[src/rtl/mem_bus_arbiter_pkg.sv]
// Shared encodings for the icache/dcache memory port arbiter.
package mem_bus_arbiter_pkg;

  typedef enum logic [1:0] {
    StIdle = 2'd0,
    StGntI = 2'd1,
    StGntD = 2'd2,
    StGap  = 2'd3
  } arb_state_e;

  // Encodings of last_grant and of the round-robin winner.
  localparam logic GrantI = 1'b0;
  localparam logic GrantD = 1'b1;

endpackage

[src/rtl/mem_bus_arbiter_rr_pick2.sv]
// Two-way round-robin selector: on a tie the requester not served last time wins.
module rr_pick2
  import mem_bus_arbiter_pkg::*;
(
  input  logic i_req_i,
  input  logic d_req_i,
  input  logic last_grant_i,
  output logic winner_o,
  output logic valid_o
);

  always_comb begin
    valid_o = i_req_i | d_req_i;
    if (i_req_i && d_req_i) begin
      winner_o = (last_grant_i == GrantI) ? GrantD : GrantI;
    end else if (d_req_i) begin
      winner_o = GrantD;
    end else begin
      winner_o = GrantI;
    end
  end

endmodule

[src/rtl/mem_bus_arbiter.sv]
// Shares one block-wide memory port between icache refills and dcache refills/write-backs.
// The winner's request is latched at grant and replayed to memory until it completes.
module mem_bus_arbiter
  import mem_bus_arbiter_pkg::*;
#(
  parameter int unsigned ADDR_WIDTH = 6,
  parameter int unsigned DATA_WIDTH = 32
) (
  input  logic                  CLOCK,
  input  logic                  RESET,
  input  logic                  I_READ,
  input  logic [ADDR_WIDTH-1:0] I_ADDRESS,
  output logic [DATA_WIDTH-1:0] I_READDATA,
  output logic                  I_BUSYWAIT,
  input  logic                  D_READ,
  input  logic                  D_WRITE,
  input  logic [ADDR_WIDTH-1:0] D_ADDRESS,
  input  logic [DATA_WIDTH-1:0] D_WRITEDATA,
  output logic [DATA_WIDTH-1:0] D_READDATA,
  output logic                  D_BUSYWAIT,
  output logic                  MEM_READ,
  output logic                  MEM_WRITE,
  output logic [ADDR_WIDTH-1:0] MEM_ADDRESS,
  output logic [DATA_WIDTH-1:0] MEM_WRITEDATA,
  input  logic [DATA_WIDTH-1:0] MEM_READDATA,
  input  logic                  MEM_BUSYWAIT
);

  arb_state_e            state_q;
  logic                  last_grant_q;
  logic                  op_write_q;
  logic [ADDR_WIDTH-1:0] addr_q;
  logic [DATA_WIDTH-1:0] wdata_q;

  logic i_req, d_req;
  logic winner, pick_valid;
  logic gnt_i, gnt_d;

  assign i_req = I_READ;
  assign d_req = D_READ | D_WRITE;

  rr_pick2 u_rr_pick2 (
    .i_req_i      (i_req),
    .d_req_i      (d_req),
    .last_grant_i (last_grant_q),
    .winner_o     (winner),
    .valid_o      (pick_valid)
  );

  always_ff @(posedge CLOCK or negedge RESET) begin
    if (!RESET) begin
      state_q      <= StIdle;
      last_grant_q <= GrantI;
      op_write_q   <= 1'b0;
      addr_q       <= '0;
      wdata_q      <= '0;
    end else begin
      case (state_q)
        StIdle: begin
          if (pick_valid) begin
            last_grant_q <= winner;
            if (winner == GrantD) begin
              // A simultaneous read+write from the dcache is treated as a write.
              op_write_q <= D_WRITE;
              addr_q     <= D_ADDRESS;
              wdata_q    <= D_WRITE ? D_WRITEDATA : '0;
              state_q    <= StGntD;
            end else begin
              op_write_q <= 1'b0;
              addr_q     <= I_ADDRESS;
              wdata_q    <= '0;
              state_q    <= StGntI;
            end
          end
        end
        StGntI, StGntD: begin
          if (!MEM_BUSYWAIT) begin
            state_q <= StGap;
          end
        end
        StGap:   state_q <= StIdle;
        default: state_q <= StIdle;
      endcase
    end
  end

  assign gnt_i = (state_q == StGntI);
  assign gnt_d = (state_q == StGntD);

  always_comb begin
    MEM_READ      = (gnt_i | gnt_d) & ~op_write_q;
    MEM_WRITE     = gnt_d & op_write_q;
    MEM_ADDRESS   = addr_q;
    MEM_WRITEDATA = wdata_q;
    // A requester is released only in its own completion cycle.
    I_BUSYWAIT    = i_req & ~(gnt_i & ~MEM_BUSYWAIT);
    D_BUSYWAIT    = d_req & ~(gnt_d & ~MEM_BUSYWAIT);
    I_READDATA    = MEM_READDATA;
    D_READDATA    = MEM_READDATA;
  end

endmodule
[config.mk]
export PLATFORM = sky130hd
export DESIGN_NAME = mem_bus_arbiter
export DESIGN_NICKNAME = d
export VERILOG_FILES = /design/src/rtl/mem_bus_arbiter_pkg.sv /design/src/rtl/mem_bus_arbiter_rr_pick2.sv /design/src/rtl/mem_bus_arbiter.sv
export SDC_FILE = /design/constraint.sdc
export NUM_CORES = 1
export LEC_CHECK = 0
export ABC_AREA = 1
export CAP_MARGIN = 15
export CORE_MARGIN = 10
export CORE_UTILIZATION = 37
export CTS_CLUSTER_DIAMETER = 150
export CTS_CLUSTER_SIZE = 40
export DETAILED_ROUTE_END_ITERATION = 10
export PLACE_DENSITY = 0.88
export SLEW_MARGIN = 10
export SYNTH_ARGS = -nofsm -noshare
export SYNTH_HDL_FRONTEND = slang
export SYNTH_SLANG_ARGS = --single-unit
[constraint.sdc]
create_clock -name CLOCK -period 2.4 [get_ports CLOCK]
set_clock_uncertainty 0.05 [all_clocks]
set_input_delay 0.48 -clock CLOCK [delete_from_list [all_inputs] [get_ports CLOCK]]
set_output_delay 0.48 -clock CLOCK [all_outputs]
set_load 0.01 [all_outputs]
## Word-level counts from Yosys, hierarchy flattened

Index checks and enable logic that the tools add are counted.

| cells by class | value |
|---|---|
| multiplexer cells | 11 |
| order comparisons | 0 |
| equal/unequal tests | 5 |
| multiply operators | 0 |
| shifts and indexed selects | 0 |
| bitwise operators | 13 |
| div/mod/pow operators | 0 |
| reductions and logical operators | 5 |
| add/subtract/negate cells | 0 |

Operators with widths:

| cell | number |
|---|---|
| $mux 32 | 2 |
| $and 1x1->1 | 6 |
| $mux 2 | 3 |
| $mux 6 | 1 |
| $pmux 2 s3 | 1 |
| $eq 2x2->1 const B | 2 |
| $mux 1 | 4 |
| $ne 2x2->1 const B | 2 |
| $not 1->1 | 4 |
| $reduce_and 2->1 | 2 |
| $or 1x1->1 | 3 |
| $eq 2x1->1 const B | 1 |
| $logic_not 2->1 | 1 |
| $reduce_or 2->1 | 1 |
| $logic_and 1x1->1 | 1 |

| word-level totals | value |
|---|---|
| memory bits (read-only) | 0 |
| RAM bits | 0 |
| output and inout bits | 106 |
| latch bits | 0 |
| input port bits | 82 |
| logic and storage cells | 39 |
| memories | 0 |
| flip-flop bits (word level) | 42 |

## Depth between registers and ports, before layout

| depth | value |
|---|---|
| depth in word-level cells | 6 |
| depth in mapped cells | 8 |
| gate-level depth less buffers | 7 |

## By module

Synthesis repeated with hierarchy kept, for this count alone.

| unflattened totals | value |
|---|---|
| cell total of the unflattened synthesis | 300 |
| area total of the unflattened synthesis | 2,507.4 µm² |

Modules (own cells, without submodules):

| module | area each (µm²) | times used | cells each | seq. area each (µm²) |
|---|---|---|---|---|
| mem_bus_arbiter | 2,492.4 | 1 | 297 | 1,051.0 |
| rr_pick2 | 15.0 | 1 | 3 | 0.0 |

## Worst setup path before layout

OpenSTA, ideal clock, no wires.

| timing path | value |
|---|---|
| path kind | flip-flop to output port |
| start point | register state_q[0] |
| end point | output port MEM_READ |
| data required time | 1,870 ps |
| cell stages (with the launch flop) | 5 |
| data arrival time | 897 ps |
| path buffers | 0 |
| setup slack | 973 ps |
| path through | dfrtp_1 inv_1 ha_1 inv_1 nor2_1 |

| on the way | value |
|---|---|
| cells in the longest elaborated chain, start to end | 3 |
| elaborated cells on any way between the ends | 4 |
| those cells by class | 2 x eq/ne; 2 x bitwise |

RTL lines:

| element | line | text |
|---|---|---|
| start: declaration | mem_bus_arbiter.sv:29 | `arb_state_e state_q;` |
| start signal: assignment | mem_bus_arbiter.sv:52 | `state_q <= StIdle;` |
| start signal: assignment | mem_bus_arbiter.sv:67 | `state_q <= StGntD;` |
| start signal: assignment | mem_bus_arbiter.sv:72 | `state_q <= StGntI;` |
| $eq 2x1->1 or $eq 2x2->1 (tied branches) | mem_bus_arbiter.sv:87, mem_bus_arbiter.sv:88 |  |
| $or 1x1->1 (*) | mem_bus_arbiter.sv:91 | `MEM_READ = (gnt_i \| gnt_d) & ~op_write_q;` |
| $and 1x1->1 (*) | mem_bus_arbiter.sv:91 |  |
| end: declaration | mem_bus_arbiter.sv:21 | `output logic MEM_READ,` |

Every way passes the cells marked *; elsewhere a longest branch is shown, timed or not.

## Final worst setup path

| timing path | value |
|---|---|
| start point | input port D_WRITE |
| end point | output port D_BUSYWAIT |

| on the way | value |
|---|---|
| cells in the longest elaborated chain, start to end | 2 |

RTL lines:

| element | line | text |
|---|---|---|
| start: declaration | mem_bus_arbiter.sv:16 | `input logic D_WRITE,` |
| $or 1x1->1 | mem_bus_arbiter.sv:40 | `assign d_req = D_READ \| D_WRITE;` |
| $and 1x1->1 | mem_bus_arbiter.sv:97 | `D_BUSYWAIT = d_req & ~(gnt_d & ~MEM_BUSYWAIT);` |
| end: declaration | mem_bus_arbiter.sv:20 | `output logic D_BUSYWAIT,` |

No other way between the ends.

==> reports/qor.yml <==
logic_synthesis:
  synth.top_cell.area_share: 0.412
  syn_inst: 296
  ys_warn_count: 0
  synthTopCellsByArea: "dfrtp_1 41%, buf_4 19%, nand2_1 11%, nand4_1 7.8%, nand2_2 5.1%"
  yosysUniqueCellTypes: 22
  ys_ff_latch: 42
  yosysSeqAreaShare: 0.412
  synthesis.nets: 382
  synth_area_per_cell_um2: 8.63
  synth.cell_area_um2: 2550
  yosysTopAreaCell: "dfrtp_1"
timing:
  slew_violations: 0
  hold_violations: 0
  relSlewSlack: 0.390
  fin_crit_sh: 0.937
  worstMarginPinSlew_ns: 0.915
  setup_slack_ns: 0.151
  post-route-min-period_ns: 2.25
  setup_tns_ns: 0
  setup_viol: 0
  rsz0062_at_grt: "no"
  max_freq_mhz: 445
final_layout:
  final_cells: 402
  antenna_cells: 0
  stdcell_area_um2: 3110
  nets: 408
  area_growth_pct: 21.6
  final_util: 0.460
  drive_gt1_frac: 0.124
die:
  die-area_um2: 10600
  die_x_um: 103
  die_h_um: 103
  initial_core_util: 0.378
  core.rowCount: 30
  core_area_um2: 6760
  io_pins: 188
global_route:
  grt_pass1_wl_mm: 10.2
  grt-ovfl-total: 0
  grt_pass1_vias: 2033
  antenna_found_initial: 0
  grt_max_degree: 43
  grt_use_total: 0.120
routing:
  drt-total-wl_mm: 6.26
  vias: 1908
  ant_nets: 0
  wl_per_cell_um: 15.6
  first_iter_violations: 63
  drc: 0
  via_per_inst: 4.75
  dr.pass1.iters: 4
critical_path:
  critPathLaunch: "D_WRITE"
  crit_required_ns: 1.87
  path_class: "in -> out"
  rrSetupSlack_ns: 0.76
  r2r_end: "state_q[1]"
  crit_end: "D_BUSYWAIT"
  timing.rr.start: "state_q[0]"
  arrival_ns: 1.72
  cp-end-kind: "output pin"
  reg2reg_depth: 8
  startpoint_type: "input port"
  cp_max_fo: 2
cts:
  numCtsBuffers: 5
  post-cts-setup-buffers: 0
  clkTransAtPathRegs_ns: 0.08
  cts_sinks: 42
  ctsRootBufferMaster: "clkbuf_8"
  cts_tree: "yes"
  ctsLongestPathBuffers: 2
  htreeDepth: 2
  clkLatencyLatePin_ns: 0.29
min_path:
  hold_class: "in -> async"
power:
  powerDensity_nw_per_um2: 1210
  cellLeakagePower_nw: 1.52
  vdd_drop_max_mv: 0.611
placed_design:
  post-place-ws_ns: 0.110
  hpwlAfterDp_mm: 4.77
  placed_area_um2: 3030
  dp.cells: 395
  place.gp.congestion: 0.859
  io_buffers: 91
run:
  drv_cap: 0
outcome:
  run_status: "completed"
flip-flops by register name (all words and copies together) (netlist names):
name / count
state_q: 2
MEM_ADDRESS: 6
MEM_WRITEDATA: 32
last_grant_q: 1
op_write_q: 1
placed cells by master, fill, tap and decap left out:
| cell type | instances |
|---|---|
| buf_2 | 1 |
| ha_1 | 4 |
| clkinv_2 | 1 |
| nand2_4 | 1 |
| a21oi_1 | 2 |
| buf_12 | 1 |
| inv_1 | 14 |
| or2_2 | 1 |
| nand2_1 | 77 |
| inv_4 | 1 |
| o21ai_0 | 1 |
| clkbuf_1 | 2 |
| buf_4 | 6 |
| o21ai_4 | 2 |
| nor2_1 | 2 |
| dfrtp_1 | 42 |
| a21boi_1 | 1 |
| nand3b_1 | 6 |
| nand4_1 | 32 |
| nand2_2 | 21 |
| dlymetal6s2s_1 | 1 |
| clkdlybuf4s50_1 | 89 |
| clkbuf_8 | 5 |
| nand3_1 | 9 |
worst min-delay path by stage:
| stage | endpoint | slack, ns | cells past startpoint |
|---|---|---|---|
| 2_1_floorplan | MEM_ADDRESS[0] | 0.13 | 0 |
| 3_3_place_gp | MEM_WRITEDATA[23] | 0.41 | 2 |
| 3_5_place_dp | MEM_WRITEDATA[7] | 0.42 | 2 |
| 4_1_cts | MEM_ADDRESS[4] | 0.31 | 1 |
| 5_1_grt | state_q[0] | 0.35 | 1 |
| 6_report | state_q[0] | 0.27 | 1 |
synthesized netlist by cell type:
| master | instances |
|---|---|
| a21boi_1 | 1 |
| nand2_4 | 1 |
| buf_1 | 5 |
| or2_2 | 1 |
| buf_6 | 8 |
| nor2_1 | 2 |
| inv_1 | 14 |
| buf_2 | 1 |
| dfrtp_1 | 42 |
| clkbuf_1 | 1 |
| o21ai_0 | 1 |
| ha_1 | 4 |
| nand3b_1 | 6 |
| inv_4 | 1 |
| nand3_1 | 9 |
| nand2_2 | 21 |
| o21ai_4 | 2 |
| nand4_1 | 32 |
| a21oi_1 | 2 |
| buf_4 | 64 |
| nand2_1 | 77 |
| clkinv_2 | 1 |
layout make-up:
class,instances,area [µm²]
fillers,634,3650
inverters,16,63.8
multi-input cells,159,841
clock buffers,7,76.3
well taps,80,100
flip-flops and latches,42,1050
repair buffers,98,973
power by group:
part / switching, mW / internal, mW / total [mW]
Combinational: 1.02 / 1.02 / 2.04
Sequential: 0.239 / 1.07 / 1.31
Clock: 0.222 / 0.200 / 0.423
per-stage QoR:
step / hold slack (ns) / total power, mW
2_1_floorplan: 0.134 / 2.47
3_3_place_gp: 0.415 / 3.33
3_5_place_dp: 0.419 / 3.39
4_1_cts: 0.314 / 3.84
5_1_grt: 0.353 / 4.07
6_report: 0.274 / 3.76
metal layers:
layer	GRT usage	vias to the layer above	wire length, µm
met5	0	-	0
met2	0.200	65	2990
li1	-	932	-
met4	0.0417	0	102
met3	0.0496	22	568
met1	0.135	889	2600
worst max-delay path, stage by stage:
cell,delay (ns)
clkdlybuf4s50_1,0.50
nor2_1,0.07
a21oi_1,0.11
clkdlybuf4s50_1,0.56
timing repair:
action,in CTS,in global routing
setup endpoints to repair,0,1
gates resized for setup,0,1
hold buffers,0,0
kinds of logic after synthesis:
kind of cell	after synthesis	share of synthesized area
compound gates	6	0.0216
simple gates	149	0.288
fa+ha+maj	4	0.0196
flops	42	0.412
buf+inv	95	0.259
Power figures use the tool's default switching activity.
==> edit, RTL diff (same settings) <==
Set the parameter `DATA_WIDTH` to 40 (it was 32).
--- a/src/rtl/mem_bus_arbiter.sv
+++ b/src/rtl/mem_bus_arbiter.sv
@@ -4,7 +4,7 @@
   import mem_bus_arbiter_pkg::*;
 #(
   parameter int unsigned ADDR_WIDTH = 6,
-  parameter int unsigned DATA_WIDTH = 32
+  parameter int unsigned DATA_WIDTH = 40
 ) (
   input  logic                  CLOCK,
   input  logic                  RESET,
Ports: changed (5 resized); port bits go from 188 to 228. No check against the original RTL was run, so the function may have changed too.
==> edit against the unedited design <==
Sequential cell count increased by 8; total power grew 13%; synthesized area is 24% higher; worst setup slack got worse by 30 ps; maximum frequency decreased by 1.3%; wire length rose by 31%; die area rose by 19%; final area increased by 23%; critical path type is now flop to output pin; highest routed layer unchanged.
==> edit: results (changes against the unedited design) <==
final weighted congestion in routability-driven placement: 0.827 (was 0.859)
Power Combinational: 0.00225 W (was 0.00204 W)
internal power consumption: 0.00256 W (was 0.00228 W)
Tot GR Track Use: 0.126 (was 0.120)
number of DRC markers in iteration 0: 128 (was 63)
fill cell total of the finished layout: 807 (was 634)
max FFs per register: 40 (was 32)
total length of routed wires: 8.22 mm (was 6.26 mm)
most frequent cells after synthesis: 184 x sky130_fd_sc_hd__nand2_1, 86 x sky130_fd_sc_hd__buf_4, 50 x sky130_fd_sc_hd__dfrtp_1, 42 x sky130_fd_sc_hd__nor2_1, 12 x sky130_fd_sc_hd__inv_1 (was 77 x sky130_fd_sc_hd__nand2_1, 64 x sky130_fd_sc_hd__buf_4, 42 x sky130_fd_sc_hd__dfrtp_1, 32 x sky130_fd_sc_hd__nand4_1, 21 x sky130_fd_sc_hd__nand2_2)
half-perimeter wire length after detailed placement: 6.28 mm (was 4.77 mm)
Worst EP arrival: 1750 ps (was 1720 ps)
GRT met2 Usage: 0.210 (was 0.200)
share of the synthesized area in compound gates (AO/OA/AOI/OAI): 0.0150 (was 0.0216)
standard cell with the maximum stage delay on the critical path: sky130_fd_sc_hd__clkdlybuf4s50_1 (unchanged)
first-pass GRT wire length: 13.5 mm (was 10.2 mm)
register clock-pin slew on the reported worst setup and hold paths: 90 ps
number of nets with antenna violations after routing: 0 (unchanged)
share of synthesized area occupied by flip-flops and latches: 0.395 (was 0.412)
post-detailed-route wirelength per cell: 14.7 um (was 15.6 um)
slew at the pin with the worst max-slew slack: 567 ps (was 915 ps)
Register-to-Register Path Depth: 6 (was 8)
number of global-route vias before repair: 2,567 (was 2,033)
number of nets at the end of the flow: 556 (was 408)
result of the run: complete, no violations (unchanged)
slack of the critical path: 121 ps (was 151 ps)
share of post-route cells with drive strength above 1: 0.0901 (was 0.124)
Adder-Cell Fraction of Synth Area: 0.0158 (was 0.0196)
total of cells resized after clock tree synthesis: 0 (unchanged)
critical path fanouts, max: 3 (was 2)
IR drop worst, VDD: 0.403 mV (was 0.611 mV)
met3 demand-to-capacity share in global routing: 0.0522 (was 0.0496)
Port Buf Inserts: 107 (was 91)
post-place instance area: 0.00374 mm^2 (was 0.00303 mm^2)
Global Route met1 Usage: 0.142 (was 0.135)
post-placement setup slack: 124 ps (was 110 ps)
post-DR vias/cell: 4.51 (was 4.75)
type of the tightest min-delay check: primary input to async pin (unchanged)
synthesized instance count: 429 (was 296)
areal power density over the cells: 1100 mW/mm^2 (was 1210 mW/mm^2)
largest cells by area after synthesis: sky130_fd_sc_hd__dfrtp_1 39%, sky130_fd_sc_hd__nand2_1 22%, sky130_fd_sc_hd__buf_4 20% (was sky130_fd_sc_hd__dfrtp_1 41%, sky130_fd_sc_hd__buf_4 19%, sky130_fd_sc_hd__nand2_1 11%)
cell count after placement: 552 (was 395)
nets in the synthesized netlist: 531 (was 382)
Leakage: 1.93 nW (was 1.52 nW)
Flop+latch power: 0.00148 W (was 0.00131 W)
count of unique library cells instantiated by Yosys: 23 (was 22)
combined area of the multi-input logic cells: 0.00114 mm^2 (was 841 um^2)
[edit: changes by cell type after synthesis, sizes merged, moves of 3 or more]
cell	unedited run	this run
nand2	99	196
clkbuf	1	4
nand4	32	0
buf	78	96
dfrtp	42	50
nor2	2	43
[edit: worst paths after layout]
kind	end	from	slack [ps]
min reg2reg	MEM_WRITEDATA[30]	MEM_WRITEDATA[30]	430
min in group CLOCK	MEM_WRITEDATA[30]	MEM_WRITEDATA[30]	430
min	MEM_WRITEDATA[21]	RESET	120
max in group asynchronous	op_write_q	RESET	1650
max	MEM_READ	state_q[1]	120
max reg2reg	MEM_ADDRESS[4]	state_q[0]	810
[edit: area by class of cell]
type,count,share of cell area
clock buffer,6,0.0215
clock inverter,2,0.00326
inverter,15,0.0150
multi-input combinational,264,0.298
sequential,50,0.326
tap,105,0.0343
timing repair buffer,118,0.302
[edit: per-layer routing]
metal  share of wire  vias up
met5               0        -
met4           0.024        0
met3           0.096       33
met2            0.48      114
met1            0.40     1135
li1                -     1246
